File: config.mk
export PLATFORM = sky130hd
export DESIGN_NAME = dm_abs_cmd_seq_flat
export DESIGN_NICKNAME = d
export VERILOG_FILES = /design/src/rtl/dm_abs_cmd_seq_if.sv /design/src/rtl/dm_abs_cmd_seq.sv /design/src/flat_wrapper.sv
export SDC_FILE = /design/constraint.sdc
export NUM_CORES = 1
export LEC_CHECK = 0
export BUFFER_PORTS_ARGS = -buffer_cell sky130_fd_sc_hd__buf_2
export CELL_PAD_IN_SITES_DETAIL_PLACEMENT = 0
export CELL_PAD_IN_SITES_GLOBAL_PLACEMENT = 1
export CORE_ASPECT_RATIO = 1.1
export CORE_UTILIZATION = 39
export CTS_BUF_LIST = sky130_fd_sc_hd__clkbuf_16
export CTS_CLUSTER_DIAMETER = 40
export DETAILED_ROUTE_END_ITERATION = 16
export PLACE_DENSITY_LB_ADDON = 0.1
export SYNTH_ARGS = -nofsm -noshare
export SYNTH_HDL_FRONTEND = slang
export SYNTH_SLANG_ARGS = --single-unit
File: constraint.sdc
create_clock -name clk -period 3.6 [get_ports clk]
set_input_delay 0.18 -clock clk [delete_from_list [all_inputs] [get_ports clk]]
set_output_delay 0.18 -clock clk [all_outputs]
set_load 0.01 [all_outputs]
File: src/rtl/dm_abs_cmd_seq_if.sv
// Handshake bundle between the DM register file / hart side and the abstract-command sequencer.
interface dm_abs_cmd_seq_if #(
  parameter int unsigned ABS_WORDS = 8
);
  localparam int unsigned AW = $clog2(ABS_WORDS);

  logic          dmactive;
  logic          cmd_valid;
  logic [31:0]   cmd;
  logic [2:0]    cmderr_clr;
  logic          halted;
  logic          abs_we;
  logic [AW-1:0] abs_addr;
  logic [31:0]   abs_wdata;
  logic          go;
  logic          done;
  logic          exc;
  logic          abort;
  logic          busy;
  logic [2:0]    cmderr;
  logic          postinc;
  logic          postinc_arsel;

  modport master (
    output dmactive, cmd_valid, cmd, cmderr_clr, halted, done, exc,
    input  abs_we, abs_addr, abs_wdata, go, abort, busy, cmderr, postinc, postinc_arsel
  );

  modport slave (
    input  dmactive, cmd_valid, cmd, cmderr_clr, halted, done, exc,
    output abs_we, abs_addr, abs_wdata, go, abort, busy, cmderr, postinc, postinc_arsel
  );
endinterface

File: src/rtl/dm_abs_cmd_seq.sv
// Abstract-command sequencer: validates a DM COMMAND, writes the abstract program into
// the buffer, launches the halted hart and tracks busy plus a sticky cmderr.
module dm_abs_cmd_seq #(
  parameter int unsigned XLEN      = 64,
  parameter bit          HAS_FPU   = 1'b1,
  parameter int unsigned ABS_WORDS = 8,
  parameter logic [11:0] DATA_ADDR = 12'h380,
  parameter int unsigned TIMEOUT   = 1024
) (
  input logic            clk,
  input logic            rst,
  dm_abs_cmd_seq_if.slave bus
);

  localparam int unsigned AW = $clog2(ABS_WORDS);
  localparam int unsigned TW = $clog2(TIMEOUT);

  localparam logic [2:0] ERR_NONE = 3'd0, ERR_BUSY = 3'd1, ERR_NOT_SUPPORTED = 3'd2,
                         ERR_EXCEPTION = 3'd3, ERR_HALT_RESUME = 3'd4, ERR_OTHER = 3'd7;

  localparam logic [31:0] NOP    = 32'h0000_0013;
  localparam logic [31:0] EBREAK = 32'h0010_0073;
  localparam logic [6:0]  OP_LOAD = 7'b0000011, OP_STORE = 7'b0100011;
  localparam logic [6:0]  OP_LOADFP = 7'b0000111, OP_STOREFP = 7'b0100111;
  localparam logic [11:0] CSR_DSCRATCH0 = 12'h7b2, CSR_DSCRATCH1 = 12'h7b3;
  localparam logic [11:0] ARG1 = DATA_ADDR + 12'(XLEN / 8);
  localparam logic [2:0]  XLEN_SZ = (XLEN == 64) ? 3'd3 : 3'd2;
  localparam logic [4:0]  X0 = 5'd0, X10 = 5'd10, X11 = 5'd11;

  typedef enum logic [2:0] {IDLE, CHECK, GEN, GO, WAIT, DONE} state_e;

  function automatic logic [31:0] enc_load(input logic [2:0] f3, input logic [4:0] rd,
                                           input logic [4:0] rs1, input logic [11:0] imm,
                                           input logic [6:0] op);
    return {imm, rs1, f3, rd, op};
  endfunction

  function automatic logic [31:0] enc_store(input logic [2:0] f3, input logic [4:0] rs2,
                                            input logic [4:0] rs1, input logic [11:0] imm,
                                            input logic [6:0] op);
    return {imm[11:5], rs2, rs1, f3, imm[4:0], op};
  endfunction

  function automatic logic [31:0] enc_csrw(input logic [11:0] csr, input logic [4:0] rs1);
    return {csr, rs1, 3'b001, X0, 7'b1110011};
  endfunction

  function automatic logic [31:0] enc_csrr(input logic [4:0] rd, input logic [11:0] csr);
    return {csr, X0, 3'b010, rd, 7'b1110011};
  endfunction

  state_e         state, state_nxt;
  logic [31:0]    cmd_q;
  logic [AW-1:0]  idx;
  logic [TW-1:0]  cnt;
  logic [2:0]     cmderr, cmderr_nxt, err_new, chk_err;
  logic           ok;
  logic           clr_ctl;
  logic           timeout_hit;
  logic           postinc_fire;
  logic [31:0]    prog [ABS_WORDS];
  logic [31:0]    term;

  logic [7:0]  cmdtype;
  logic [2:0]  size;
  logic [15:0] regno;
  logic        postinc_en, postexec, transfer, is_write, aamvirtual;
  logic        is_reg, is_mem, is_csr, is_gpr, is_fpr;

  assign clr_ctl    = rst | ~bus.dmactive;
  assign cmdtype    = cmd_q[31:24];
  assign aamvirtual = cmd_q[23];
  assign size       = cmd_q[22:20];
  assign postinc_en = cmd_q[19];
  assign postexec   = cmd_q[18];
  assign transfer   = cmd_q[17];
  assign is_write   = cmd_q[16];
  assign regno      = cmd_q[15:0];
  assign is_reg     = (cmdtype == 8'd0);
  assign is_mem     = (cmdtype == 8'd2);
  assign is_csr     = (regno[15:12] == 4'h0);
  assign is_gpr     = (regno[15:5] == 11'h080);
  assign is_fpr     = (regno[15:5] == 11'h081);
  assign timeout_hit = (cnt == TW'(TIMEOUT - 1));
  assign postinc_fire = (state == DONE) && ok && postinc_en;

  always_comb begin
    chk_err = ERR_NONE;
    if (is_reg) begin
      if (transfer && !(size == 3'd2 || (size == 3'd3 && XLEN == 64)))
        chk_err = ERR_NOT_SUPPORTED;
      else if (!(is_csr || is_gpr || (is_fpr && HAS_FPU)))
        chk_err = ERR_NOT_SUPPORTED;
    end else if (is_mem) begin
      if (aamvirtual || ((32'd8 << size) > XLEN))
        chk_err = ERR_NOT_SUPPORTED;
    end else begin
      chk_err = ERR_NOT_SUPPORTED;
    end
    if (chk_err == ERR_NONE && !bus.halted)
      chk_err = ERR_HALT_RESUME;
  end

  // Program image; slots not used by a sequence stay nop. CSR/memory paths borrow x10/x11 via dscratch.
  always_comb begin
    for (int i = 0; i < int'(ABS_WORDS); i++) prog[i] = NOP;
    term = (is_reg && postexec) ? NOP : EBREAK;
    if (is_reg) begin
      if (!transfer) begin
        prog[1] = term;
      end else if (is_gpr) begin
        prog[0] = is_write ? enc_load(size, regno[4:0], X0, DATA_ADDR, OP_LOAD)
                           : enc_store(size, regno[4:0], X0, DATA_ADDR, OP_STORE);
        prog[1] = term;
      end else if (is_fpr) begin
        prog[0] = is_write ? enc_load(size, regno[4:0], X0, DATA_ADDR, OP_LOADFP)
                           : enc_store(size, regno[4:0], X0, DATA_ADDR, OP_STOREFP);
        prog[1] = term;
      end else begin
        prog[0] = enc_csrw(CSR_DSCRATCH1, X10);
        if (is_write) begin
          prog[1] = enc_load(size, X10, X0, DATA_ADDR, OP_LOAD);
          prog[2] = enc_csrw(regno[11:0], X10);
        end else begin
          prog[1] = enc_csrr(X10, regno[11:0]);
          prog[2] = enc_store(size, X10, X0, DATA_ADDR, OP_STORE);
        end
        prog[3] = enc_csrr(X10, CSR_DSCRATCH1);
        prog[4] = term;
      end
    end else begin
      prog[0] = enc_csrw(CSR_DSCRATCH0, X10);
      prog[1] = enc_csrw(CSR_DSCRATCH1, X11);
      prog[2] = enc_load(XLEN_SZ, X10, X0, ARG1, OP_LOAD);
      if (is_write) begin
        prog[3] = enc_load(size, X11, X0, DATA_ADDR, OP_LOAD);
        prog[4] = enc_store(size, X11, X10, 12'h000, OP_STORE);
      end else begin
        prog[3] = enc_load(size, X11, X10, 12'h000, OP_LOAD);
        prog[4] = enc_store(size, X11, X0, DATA_ADDR, OP_STORE);
      end
      prog[5] = enc_csrr(X10, CSR_DSCRATCH0);
      prog[6] = enc_csrr(X11, CSR_DSCRATCH1);
      prog[7] = term;
    end
  end

  always_ff @(posedge clk) begin
    if (clr_ctl) state <= IDLE;
    else         state <= state_nxt;
  end

  always_comb begin
    state_nxt = state;
    case (state)
      IDLE:  if (bus.cmd_valid && cmderr == ERR_NONE) state_nxt = CHECK;
      CHECK: state_nxt = (chk_err != ERR_NONE) ? DONE : GEN;
      GEN:   if (idx == AW'(ABS_WORDS - 1)) state_nxt = GO;
      GO:    state_nxt = WAIT;
      WAIT:  if (bus.exc || bus.done || timeout_hit) state_nxt = DONE;
      DONE:  state_nxt = IDLE;
      default: state_nxt = IDLE;
    endcase
  end

  always_comb begin
    bus.busy          = (state != IDLE);
    bus.abs_we        = (state == GEN);
    bus.abs_addr      = (state == GEN) ? idx : '0;
    bus.abs_wdata     = (state == GEN) ? prog[idx] : '0;
    bus.go            = (state == GO);
    bus.abort         = (state == WAIT) && timeout_hit && !bus.done && !bus.exc;
    bus.postinc       = postinc_fire;
    bus.postinc_arsel = postinc_fire && is_reg;
    bus.cmderr        = cmderr;
  end

  always_ff @(posedge clk) begin
    if (clr_ctl) begin
      idx <= '0;
      cnt <= '0;
      ok  <= 1'b0;
    end else begin
      case (state)
        CHECK: begin
          idx <= '0;
          ok  <= 1'b0;
        end
        GEN:  idx <= idx + AW'(1);
        GO:   cnt <= '0;
        WAIT: begin
          cnt <= cnt + TW'(1);
          if (bus.done && !bus.exc) ok <= 1'b1;
        end
        default: ;
      endcase
    end
  end

  always_ff @(posedge clk) begin
    if (state == IDLE && bus.cmd_valid && cmderr == ERR_NONE) cmd_q <= bus.cmd;
  end

  // First error wins unless the same-cycle clear has already emptied cmderr.
  always_comb begin
    err_new = ERR_NONE;
    case (state)
      CHECK: err_new = chk_err;
      WAIT: begin
        if (bus.exc)                      err_new = ERR_EXCEPTION;
        else if (!bus.done && timeout_hit) err_new = ERR_OTHER;
      end
      default: ;
    endcase
    if (err_new == ERR_NONE && bus.cmd_valid && state != IDLE) err_new = ERR_BUSY;
    cmderr_nxt = cmderr & ~bus.cmderr_clr;
    if (cmderr_nxt == ERR_NONE) cmderr_nxt = err_new;
  end

  always_ff @(posedge clk) begin
    if (clr_ctl) cmderr <= ERR_NONE;
    else         cmderr <= cmderr_nxt;
  end

endmodule
File: src/flat_wrapper.sv
// flat-port wrapper written by rule: the top's interface ports become plain ports
module dm_abs_cmd_seq_flat 
#(
  parameter int unsigned XLEN      = 64,
  parameter bit          HAS_FPU   = 1'b1,
  parameter int unsigned ABS_WORDS = 8,
  parameter logic [11:0] DATA_ADDR = 12'h380,
  parameter int unsigned TIMEOUT   = 1024
)
  (clk, rst, bus_dmactive, bus_cmd_valid, bus_cmd, bus_cmderr_clr, bus_halted, bus_done, bus_exc, bus_abs_we, bus_abs_addr, bus_abs_wdata, bus_go, bus_abort, bus_busy, bus_cmderr, bus_postinc, bus_postinc_arsel);
  dm_abs_cmd_seq_if #(.ABS_WORDS(ABS_WORDS)) bus_i ();
  input logic clk;
  input logic rst;
  input wire logic [$bits(bus_i.dmactive)-1:0] bus_dmactive;
  input wire logic [$bits(bus_i.cmd_valid)-1:0] bus_cmd_valid;
  input wire logic [$bits(bus_i.cmd)-1:0] bus_cmd;
  input wire logic [$bits(bus_i.cmderr_clr)-1:0] bus_cmderr_clr;
  input wire logic [$bits(bus_i.halted)-1:0] bus_halted;
  input wire logic [$bits(bus_i.done)-1:0] bus_done;
  input wire logic [$bits(bus_i.exc)-1:0] bus_exc;
  output wire logic [$bits(bus_i.abs_we)-1:0] bus_abs_we;
  output wire logic [$bits(bus_i.abs_addr)-1:0] bus_abs_addr;
  output wire logic [$bits(bus_i.abs_wdata)-1:0] bus_abs_wdata;
  output wire logic [$bits(bus_i.go)-1:0] bus_go;
  output wire logic [$bits(bus_i.abort)-1:0] bus_abort;
  output wire logic [$bits(bus_i.busy)-1:0] bus_busy;
  output wire logic [$bits(bus_i.cmderr)-1:0] bus_cmderr;
  output wire logic [$bits(bus_i.postinc)-1:0] bus_postinc;
  output wire logic [$bits(bus_i.postinc_arsel)-1:0] bus_postinc_arsel;
  assign bus_i.dmactive = bus_dmactive;
  assign bus_i.cmd_valid = bus_cmd_valid;
  assign bus_i.cmd = bus_cmd;
  assign bus_i.cmderr_clr = bus_cmderr_clr;
  assign bus_i.halted = bus_halted;
  assign bus_i.done = bus_done;
  assign bus_i.exc = bus_exc;
  assign bus_abs_we = bus_i.abs_we;
  assign bus_abs_addr = bus_i.abs_addr;
  assign bus_abs_wdata = bus_i.abs_wdata;
  assign bus_go = bus_i.go;
  assign bus_abort = bus_i.abort;
  assign bus_busy = bus_i.busy;
  assign bus_cmderr = bus_i.cmderr;
  assign bus_postinc = bus_i.postinc;
  assign bus_postinc_arsel = bus_i.postinc_arsel;
  dm_abs_cmd_seq #(.XLEN(XLEN), .HAS_FPU(HAS_FPU), .ABS_WORDS(ABS_WORDS), .DATA_ADDR(DATA_ADDR), .TIMEOUT(TIMEOUT)) u_core (.clk(clk), .rst(rst), .bus(bus_i));
endmodule
# --- Yosys cells after proc, flatten, opt, wreduce, memory -nomap -nowiden ---
# Cells that the tools add are included.
classes:
  n_addsub: 2
  n_lt_le_gt_ge: 2
  n_eq_ne: 16
  shifts: 1
  mux: 39
  bitwise_logic: 5
  reduce_logical: 40
op_table:
  columns: ["cell", "count"]
  rows:
  - ["$mux W96", 3]
  - ["$mux W64", 3]
  - ["$mux W160", 1]
  - ["$mux W32", 5]
  - ["$bmux W32 S3", 1]
  - ["$mux W95", 1]
  - ["$mux W62", 1]
  - ["$mux W25", 2]
  - ["$mux W3", 11]
  - ["$gt A32 B7 Y1 const B", 1]
  - ["$shl A4 B3 Y32 const A", 1]
  - ["$eq A11 B8 Y1 const B", 2]
  - ["$mux W21", 1]
  - ["$pmux W10 S2", 1]
  - ["$logic_and A1 B1 Y1", 16]
  - ["$logic_not A3 Y1", 5]
  - ["$pmux W3 S5", 1]
  - ["$eq A3 B2 Y1 const B", 4]
  - ["$pmux W3 S2", 2]
  - ["$add A10 B1 Y10 const B", 1]
  - ["$eq A10 B10 Y1 const B", 1]
  - ["$eq A3 B3 Y1 const B", 3]
  - ["$eq A8 B2 Y1 const B", 1]
  - ["$logic_not A8 Y1", 1]
  - ["other kinds (20)", 36]
word_totals:
  reg_bits: 52
  input_bits: 42
  word_cells: 111

# --- Longest topological paths before layout ---
# Gate-level depths: netlist of run 1.
depth:
  ltp_word: 15
  ltp_mapped: 8
  mapped_depth_nobuf: 7

# --- Worst setup path before layout of run 1 ---
# No wires, ideal clock.
synth_timing:
  kind: "register to register"
  start: "register u_core.state[0]"
  end: "register u_core.cmd_q[0] (enable)"
  t_arrival_ns: 2.334
  path_slack_ns: 0.841
  stages_incl_launch_ff: 4
  path_buffers: 1
  period_less_slack_ns: 2.759
  path_cell_list: "dfxtp_1 clkbuf_1 or3_1 nor2b_1"
synth_via:
  elab_chain_len: 3
synth_lines:
  columns: ["item", "line", "text"]
  rows:
  - ["from (decl)", "dm_abs_cmd_seq.sv:52", "state_e state, state_nxt;"]
  - ["from (signal assigned)", "dm_abs_cmd_seq.sv:150", "else state <= state_nxt;"]
  - ["$logic_not A3 Y1", "dm_abs_cmd_seq.sv:201", "if (state == IDLE && bus.cmd_valid && cmderr == ERR_NONE) cmd_q <= bus.cmd;"]
  - ["$logic_and A1 B1 Y1 (2 in a row)", "dm_abs_cmd_seq.sv:201", null]
  - ["to (signal assigned)", "dm_abs_cmd_seq.sv:201", null]
  - ["to (decl)", "dm_abs_cmd_seq.sv:53", "logic [31:0] cmd_q;"]
# Every way passes these cells.
# A chain may end at the register's enable or synchronous reset.

# --- Final worst setup path of run 1 ---
layout_timing:
  start: "register u_core.cmd_q[30]"
  end: "output bus_abs_wdata[28]"
layout_via:
  elab_chain_len: 6
  elab_cells_between_ends: 7
  cone_classes: "mux: 6; reduce/logical: 1"
layout_lines:
  columns: ["item", "line", "text"]
  rows:
  - ["$logic_not A8 Y1 *", "dm_abs_cmd_seq.sv:79", "assign is_reg = (cmdtype == 8'd0);"]
  - ["$mux W95 / $mux W160 (equally long branches)", "dm_abs_cmd_seq.sv:108", "if (is_reg) begin"]
  - ["$bmux W32 S3 *", "dm_abs_cmd_seq.sv:170", "bus.abs_wdata = (state == GEN) ? prog[idx] : '0;"]
  - ["$mux W32 (not written as such) * (2 in a row)", "dm_abs_cmd_seq.sv:170", null]
  - ["$mux W32 *", "dm_abs_cmd_seq.sv:170", null]
  - ["to (decl)", "flat_wrapper.sv:23", "output wire logic [$bits(bus_i.abs_wdata)-1:0] bus_abs_wdata;"]
# Every way passes the cells marked *; elsewhere a longest branch is shown, timed or not. The select of a mux whose other input is x is not followed.

==> results.cfg, run 1 <==
[run_status]
status = finished, final reports clean

[route]
drt_iter0_drc = 217
ant_nets = 0
drc_errors = 0
avgRoutedWirePerCell_um = 17.52
dr_wl_met2_um = 4956
via_per_inst = 5.878
highest_layer = met4
wirelength_um = 10180
vias = 3415
wl_met1_um = 4600
dr_wl_met3_um = 474
firstDrtPassIters = 5

[placed_design]
placedCellCount = 573
io_buffers = 82
place_congestion = 0.8442
hpwl_um = 7528

[setup_path]
worst_path_max_delay_cell = or4_1
arrival_ps = 2730
cp-start-kind = flop
path_cells = or4_1, nor2_4, nor2_1, o21ai_0, o22ai_1, buf_2
cp-startpoint = u_core.cmd_q[30]$_DFFE_PP_
crit_fanout = 17
critPathMaxStageDelay_ps = 670
required_ps = 3420
r2r-end = u_core.state[0]$_SDFFE_PP0P_
crit_path_end_kind = output port
reg2reg_depth = 5
r2r_slack_ps = 1530
r2r-start = u_core.cmd_q[30]$_DFFE_PP_
crit_type = flop to output port

[clock_tree]
cts-root-buf = clkbuf_16
numCtsBuffers = 5
cts.reportedPaths.clkPinSlew_ps = 80
postCtsHoldBufs = 0
cts_resized = 0
clk_path_buf_depth = 2
cts_tree = built
clock_sinks = 52
cts_max_level = 2
clk_latency_ps = 290
post_cts_buffers = 0

[min_path]
hold_end = u_core.cmd_q[21]$_DFFE_PP_
holdPathStages = 1
hold_start = bus_cmd[21]
hold_path.class = input pin to flop

[sta]
final-max-slew-violation-count = 0
fin_setup_tns_ps = 0
fin_crit_ps = 2906
setup_violations = 0
rsz0062_at_grt = no
tightest_slew_ps = 943.8
skew_ps = 8.514
slew_headroom = 0.3699
fin_crit_sh = 0.8072
max_freq_mhz = 344.1
hold_viol_final = 0

[synth]
synth.avg_cell_area_um2 = 8.443
synthArstFlopShare = 0
synth-edff-count = 32
postSynthCellCount = 404
synth-main-ff-cell = edfxtp_1
yosysUniqueCellTypes = 67
netlist_area_um2 = 3411
synth-seq-area-share = 0.3991
yosysWarnings = 0
ys_seq_elements = 52

[cells_and_area]
layout_commonest_cell = buf_2
layout.cells.non_filler = 581
fillers = 862
final_util = 0.4767
n_antenna_cell = 0
final_nets = 514
layout_common_cells = buf_2 (82), nor2_1 (40), nand2_1 (40)
drive_gt1_frac = 0.2404
area_delta_synth_final_pct = 18.12

[die]
start_util = 0.4036
rows = 35
ios = 86
die_w_um = 91.17
core_area_um2 = 8452
die_h_um = 100.1
dieArea_um2 = 9124

[grt]
grt_pass1_wl_um = 16090
antenna_found_initial = 0
grt_overflow = 0
grt_max_degree = 31
track_usage = 0.2233
grt_pass1_vias = 3084

[power]
ir_drop_mv = 0.2074
pwr-share-seq = 0.530
p_leak_nw = 1.600
switching_share = 0.2544
comb_power_share = 0.093
p_sw_mw = 0.3363
power_density_nw_per_um2 = 328.2
clock_power_share = 0.377
internal_power_mw = 0.9859

[flow_run]
drv_cap = 0
==> layout make-up <==
cell class	instances	area, um^2	share of cell area
inverters	9	33.78	0.008385
flip-flops and latches	52	1361	0.3379
clock inverters	3	33.78	0.008385
well taps	111	138.9	0.03447
repair buffers	89	462.9	0.1149
clock buffers	5	125.1	0.03106
multi-input cells	312	1873	0.4649
==> worst max path at each step <==
stage	slack, ps	to	depth (start not counted)
2_1_floorplan	840	u_core.cmd_q[0]$_DFFE_PP_	3
3_3_place_gp	1060	bus_abs_wdata[28]	6
3_5_place_dp	980	bus_abs_wdata[28]	6
4_1_cts	670	bus_abs_wdata[28]	6
5_1_grt	500	bus_abs_wdata[4]	6
6_report	690	bus_abs_wdata[28]	6
==> registers in the layout, indices dropped and copies added, names as in the netlist <==
| name | cells |
|---|---|
| u_core.cmd_q | 32 |
| u_core.cnt | 10 |
| u_core.state | 3 |
| u_core.bus.cmderr | 3 |
| u_core.ok | 1 |
| u_core.idx | 3 |
==> per-layer routing <==
| layer | vias up | GRT usage |
|---|---|---|
| met1 | 1651 | 0.2970 |
| li1 | 1644 | - |
| met3 | 10 | 0.03182 |
| met5 | - | 0 |
| met4 | 0 | 0.05617 |
| met2 | 110 | 0.3834 |
==> logic make-up (layout without fill, tap and decap cells) <==
| group | count (synthesis) | count (layout) | synth area share |
|---|---|---|---|
| AOI/OAI and AO/OA | 118 | 118 | 0.2333 |
| adders and majority gates | 3 | 3 | 0.01101 |
| buffers and inverters | 42 | 106 | 0.05466 |
| DFF | 52 | 52 | 0.3991 |
| muxes | 3 | 3 | 0.008804 |
| other | 1 | 3 | 0.001099 |
| and+or+nand+nor | 185 | 185 | 0.2920 |
==> through the flow <==
step | power [mW] | setup slack [ps] | hold WS (ps) | instance area (um^2)
after floorplan | 0.7823 | 841.0 | 278.9 | 3418
after global placement | 0.8363 | 1062 | 357.8 | 3870
after detailed placement | 0.8374 | 981.1 | 358.6 | 3870
after CTS | 1.333 | 669.2 | 53.16 | 4029
after global routing | 1.373 | 500.3 | 47.92 | 4029
final | 1.322 | 694.0 | 55.00 | 4029
==> power groups by stage <==
stage	registers (mW)	clock network (mW)	logic, mW
after floorplan	0.700	0	0.0827
after global placement	0.714	0	0.122
after detailed placement	0.715	0	0.123
after global routing	0.705	0.532	0.136
after CTS	0.701	0.509	0.123
final	0.701	0.499	0.123
==> cell usage after synthesis (7+ instances only) <==
library cell	instances	area share
a21oi_1	38	0.056
a31oi_1	10	0.018
and3_1	7	0.013
clkbuf_1	19	0.021
dfxtp_1	20	0.12
edfxtp_1	32	0.28
inv_1	7	0.0077
nand2_1	40	0.044
nand2b_1	8	0.015
nand3_1	14	0.021
nand4_1	9	0.017
nor2_1	40	0.044
nor2b_1	9	0.017
nor3_1	13	0.019
nor4_1	8	0.015
o21ai_0	16	0.023
==> critical path, delay by kind of cell, from the launching register on <==
kind,cells,cell delay [ps]
AND/OR/NAND/NOR,3,1180
AO/OA/AOI/OAI,2,680
flip-flops,1,390
buffers and inverters,1,160
(Power assumes the default switching activity.)
==> run 2: changes to the inputs <==
==> constraint.sdc (replaced) <==
create_clock -name clk -period 2.96 [get_ports clk]
set_input_delay 0.148 -clock clk [delete_from_list [all_inputs] [get_ports clk]]
set_output_delay 0.148 -clock clk [all_outputs]
set_load 0.01 [all_outputs]
==> results.cfg, run 2 (synthesis results as in run 1) <==
[run_status]
status = finished, final reports clean

[grt]
grt_pass1_wl_um = 16920
antenna_found_initial = 0
grt_pass1_vias = 3306
grt_max_degree = 31
track_usage = 0.2364
grt_overflow = 0

[sta]
hold_viol_final = 0
fin_setup_tns_ps = 0
fin_crit_ps = 2806
skew_ps = 8.337
tightest_slew_ps = 867.1
max_freq_mhz = 356.4
slew_headroom = 0.4219
rsz0062_at_grt = yes
final-max-slew-violation-count = 0
fin_crit_sh = 0.9480
setup_violations = 0

[clock_tree]
postCtsHoldBufs = 0
clk_path_buf_depth = 2
clk_latency_ps = 290
cts_max_level = 2
cts.reportedPaths.clkPinSlew_ps = 70
numCtsBuffers = 5
clock_sinks = 52
post_cts_buffers = 0
cts-root-buf = clkbuf_16
cts_resized = 0
cts_tree = built

[die]
core_area_um2 = 8452
rows = 35
die_h_um = 100.1
start_util = 0.4036
ios = 86
die_w_um = 91.17
dieArea_um2 = 9124

[route]
vias = 3486
avgRoutedWirePerCell_um = 17.87
via_per_inst = 5.929
drt_iter0_drc = 189
drc_errors = 0
wirelength_um = 10510
ant_nets = 0
firstDrtPassIters = 4

[cells_and_area]
final_nets = 521
area_delta_synth_final_pct = 20.03
reg_top3 = u_core.cmd_q x32, u_core.cnt x10
regMostFlops = u_core.cmd_q
n_antenna_cell = 0
stdcell_area_um2 = 4094
ff_latch_area_um2 = 1361
layout_commonest_cell = buf_2
drive_gt1_frac = 0.2516
final_util = 0.4844
largest_reg_flops = 32
fillers = 863
layout_common_cells = buf_2 (82), nor2_1 (40), nand2_1 (40)
multiInputGateArea_um2 = 1873

[min_path]
holdPathStages = 1
hold_start = bus_cmd[22]
hold_path.class = input pin to flop
hold_end = u_core.cmd_q[22]$_DFFE_PP_

[placed_design]
hpwl_um = 7893
place_congestion = 0.8914
io_buffers = 82
postPlaceCellArea_um2 = 3923

[setup_path]
crit_fanout = 6
r2r-start = u_core.cmd_q[30]$_DFFE_PP_
required_ps = 2810
r2r-end = u_core.bus.cmderr[0]$_SDFF_PP0_
reg2reg_depth = 5
r2r_slack_ps = 920
crit_path_end_kind = output port
arrival_ps = 2660
cp-start-kind = flop
crit_type = flop to output port

[power]
ir_drop_mv = 0.2881
power_density_nw_per_um2 = 410.4
total_power_mw = 1.680
p_leak_nw = 1.643

[flow_run]
drv_cap = 0
[run 2: changes by cell type in the layout (fill, tap and decap cells not counted)]
cell	before	now
buf_4	7	14
inv_8	0	1
clkinv_8	1	0
clkinv_2	0	1
clkinv_4	1	0
inv_6	1	0
bufinv_16	0	1
[run 2: how the worst max path moves through the flow]
| stage | startpoint | end | cells past startpoint |
|---|---|---|---|
| 3_3_place_gp | u_core.cmd_q[30]$_DFFE_PP_ | bus_abs_wdata[7] | 6 |
| 2_1_floorplan | u_core.state[0]$_SDFFE_PP0P_ | u_core.cmd_q[0]$_DFFE_PP_ | 3 |
| 4_1_cts | u_core.cmd_q[30]$_DFFE_PP_ | bus_abs_wdata[7] | 6 |
| 3_5_place_dp | u_core.cmd_q[30]$_DFFE_PP_ | bus_abs_wdata[7] | 6 |
| 6_report | u_core.cmd_q[30]$_DFFE_PP_ | bus_abs_wdata[7] | 6 |
| 5_1_grt | u_core.cmd_q[30]$_DFFE_PP_ | bus_abs_wdata[21] | 6 |
[run 2: cell type report]
type                            count  area share
Inverter                            9    0.008252
Multi-Input combinational cell    312      0.4575
Clock inverter                      3     0.01131
Timing Repair Buffer               96      0.1259
Clock buffer                        5     0.03056
Sequential cell                    52      0.3325
Tap cell                          111     0.03392
[run 2: critical path, cell delays in order, from the launching register on]
cell      delay, ps
edfxtp_1        380
nor4_1          490
nand3_1         360
nor3_1          530
a21oi_1         150
nor3_1          250
buf_2           190
[run 2: report_power, final]
part / total [mW] / leakage [nW] / switching [mW] / internal, mW
sequential: 0.851 / 0.469 / 0.0369 / 0.814
combinational: 0.155 / 1.09 / 0.0941 / 0.0610
clock: 0.674 / 0.0857 / 0.270 / 0.404
total: 1.68 / 1.64 / 0.401 / 1.28
[run 2: routing by layer]
metal  vias to the layer above  GRT usage  routed length, um
li1                       1659          -                  -
met4                         0    0.09280                280
met3                        21    0.03333                516
met5                         -          0                  0
met2                       140     0.4097               5242
met1                      1666     0.2987               4469
[run 2: stage by stage]
stage	hold slack [ps]	std cells	worst slack, ps
6_report	29.11	588	153.9
5_1_grt	17.71	588	-30.21
4_1_cts	23.41	588	160.6
3_5_place_dp	326.2	580	492.6
3_3_place_gp	326.2	580	524.6
2_1_floorplan	246.9	406	201.0
==> run 3: changes to the inputs <==
==> constraint.sdc (replaced) <==
create_clock -name clk -period 2.96 [get_ports clk]
set_input_delay 0.888 -clock clk [delete_from_list [all_inputs] [get_ports clk]]
set_output_delay 0.888 -clock clk [all_outputs]
set_load 0.01 [all_outputs]
==> results.cfg, run 3 (synthesis results as in run 1) <==
[placed_design]
io_buffers = 82
place_ws_ps = -105.0
place_congestion = 0.8929
hpwl_um = 8094

[grt]
grt_pass1_vias = 3505
met1_usage = 0.3098
grt_busiest_layer = met2
grt_pass1_wl_um = 17980
grt_overflow = 0
use_met3 = 0.03409
track_usage = 0.2518
grt_max_degree = 32
antenna_found_initial = 0
gr-usage-met2 = 0.4406

[die]
die_w_um = 91.17
rows = 35
dieArea_um2 = 9124
ios = 86
core_area_um2 = 8452
die_h_um = 100.1
start_util = 0.4036

[cells_and_area]
largest_reg_flops = 32
area_delta_synth_final_pct = 42.41
n_antenna_cell = 0
final_nets = 572
drive_gt1_frac = 0.4223
reg_top3 = u_core.cmd_q x32, u_core.cnt x10
regMostFlops = u_core.cmd_q
layout_commonest_cell = buf_2
layout_common_cells = buf_2 (82), buf_4 (49), nor2_1 (36), nand2_1 (36)

[power]
p_leak_nw = 1.997
power_density_nw_per_um2 = 342.2
pwr-share-seq = 0.511
switching_share = 0.2583
comb_power_share = 0.131
total_power_mw = 1.662
internal_power_mw = 1.233
ir_drop_mv = 0.2983
clock_power_share = 0.358
p_sw_mw = 0.4293

[route]
firstDrtPassIters = 5
vias = 3650
drt_iter0_drc = 199
ant_nets = 0
wirelength_um = 11230
via_per_inst = 5.712
avgRoutedWirePerCell_um = 17.58
drc_errors = 0

[run_status]
status = complete, but fails checks
violations = setup timing

[sta]
max_freq_mhz = 314.5
skew_ps = 8.924
rsz0062_at_grt = yes
fin_crit_ps = 3180
fin_crit_sh = 1.074
hold_viol_final = 0
layout_setup_ws_ps = -220.0
setup_violations = 23
final-max-slew-violation-count = 0
slew_headroom = 0.5462
tightest_slew_ps = 679.3

[clock_tree]
clk_latency_ps = 290
clock_sinks = 52
numCtsBuffers = 5
cts_max_level = 2
cts_tree = built
cts.reportedPaths.clkPinSlew_ps = 70
clk_path_buf_depth = 2
cts-root-buf = clkbuf_16

[setup_path]
critPathMaxStageDelay_ps = 600
path_cells = or4_4, nor2_4, nand4_1, a311o_1, a21oi_2, buf_2
required_ps = 2070
crit_path_end_kind = output port
crit_family = simple AND/OR/NAND/NOR gates
crit_fanout = 4
reg2reg_depth = 8
crit_type = flop to output port
arrival_ps = 2290
worst_path_max_delay_cell = or4_4
cp_num_cells = 6
path_buf_inv = 1
cp-start-kind = flop

[min_path]
hold_path.class = flop to flop
holdPathStages = 2

[flow_run]
drv_cap = 0
-- run 3: cell types whose count changed in the layout (fill, tap and decap cells not counted), sizes merged --
cell / previous run / this run
clkinv: 3 / 2
bufbuf: 0 / 1
clkinvlp: 0 / 2
bufinv: 1 / 0
buf: 96 / 146
-- run 3: cell type report --
class | instances | area (um^2)
clock buffers | 5 | 125.1
multi-input cells | 312 | 2182
flip-flops and latches | 52 | 1363
fillers | 774 | 3595
repair buffers | 147 | 988.4
inverters | 9 | 33.78
clock inverters | 3 | 26.28
well taps | 111 | 138.9
-- run 3: worst min-delay path: stages, from the launching register on --
cell      delay (ps)
dfxtp_1          320
o211ai_1          80
a21oi_1           60
-- run 3: path summary, 6_finish.rpt --
| check | from | end | slack (ps) |
|---|---|---|---|
| setup / recovery | u_core.cmd_q[31]$_DFFE_PP_ | bus_abs_wdata[14] | -220 |
| hold / removal | u_core.cnt[9]$_SDFFE_PP0N_ | u_core.cnt[9]$_SDFFE_PP0N_ | 500 |
| setup reg to reg | u_core.cmd_q[31]$_DFFE_PP_ | u_core.state[0]$_SDFFE_PP0P_ | 900 |
| hold reg to reg | u_core.cnt[9]$_SDFFE_PP0N_ | u_core.cnt[9]$_SDFFE_PP0N_ | 500 |
-- run 3: layer usage --
layer / share of wire / wire, um / vias to the layer above
met5: 0 / 0 / -
met4: 0.031 / 348 / 0
met3: 0.049 / 555 / 27
met1: 0.42 / 4662 / 1740
met2: 0.50 / 5666 / 123
li1: - / - / 1760
-- run 3: timing repair --
item,4_1_cts,5_1_grt
setup endpoints to repair,27,26
gates cloned,1,0
endpoints found under the hold margin,0,0
resized for setup,37,53
buffers inserted,10,11
pin swaps,24,30
hold buffers,0,0
-- run 3: through the flow --
step                cell area (um^2)  hold WS, ps  setup TNS [ps]  utilization  instances
global placement                4173        473.9          -232.4       0.4937        611
global route                    4857        533.8           -5430       0.5747        639
finish                          4857        495.5           -3017       0.5747        639
floorplan                       3426        457.9               0            -        406
CTS                             4552        504.0           -3151       0.5386        629
detailed placement              4173        490.3          -240.1       0.4937        611
-- run 3: power groups by stage --
stage	Combinational (mW)	Clock (mW)	Sequential, mW
after floorplan	0.101	0	0.850
after global placement	0.174	0	0.861
after global routing	0.237	0.640	0.852
after CTS	0.203	0.614	0.847
after detailed placement	0.176	0	0.863
final	0.218	0.595	0.849
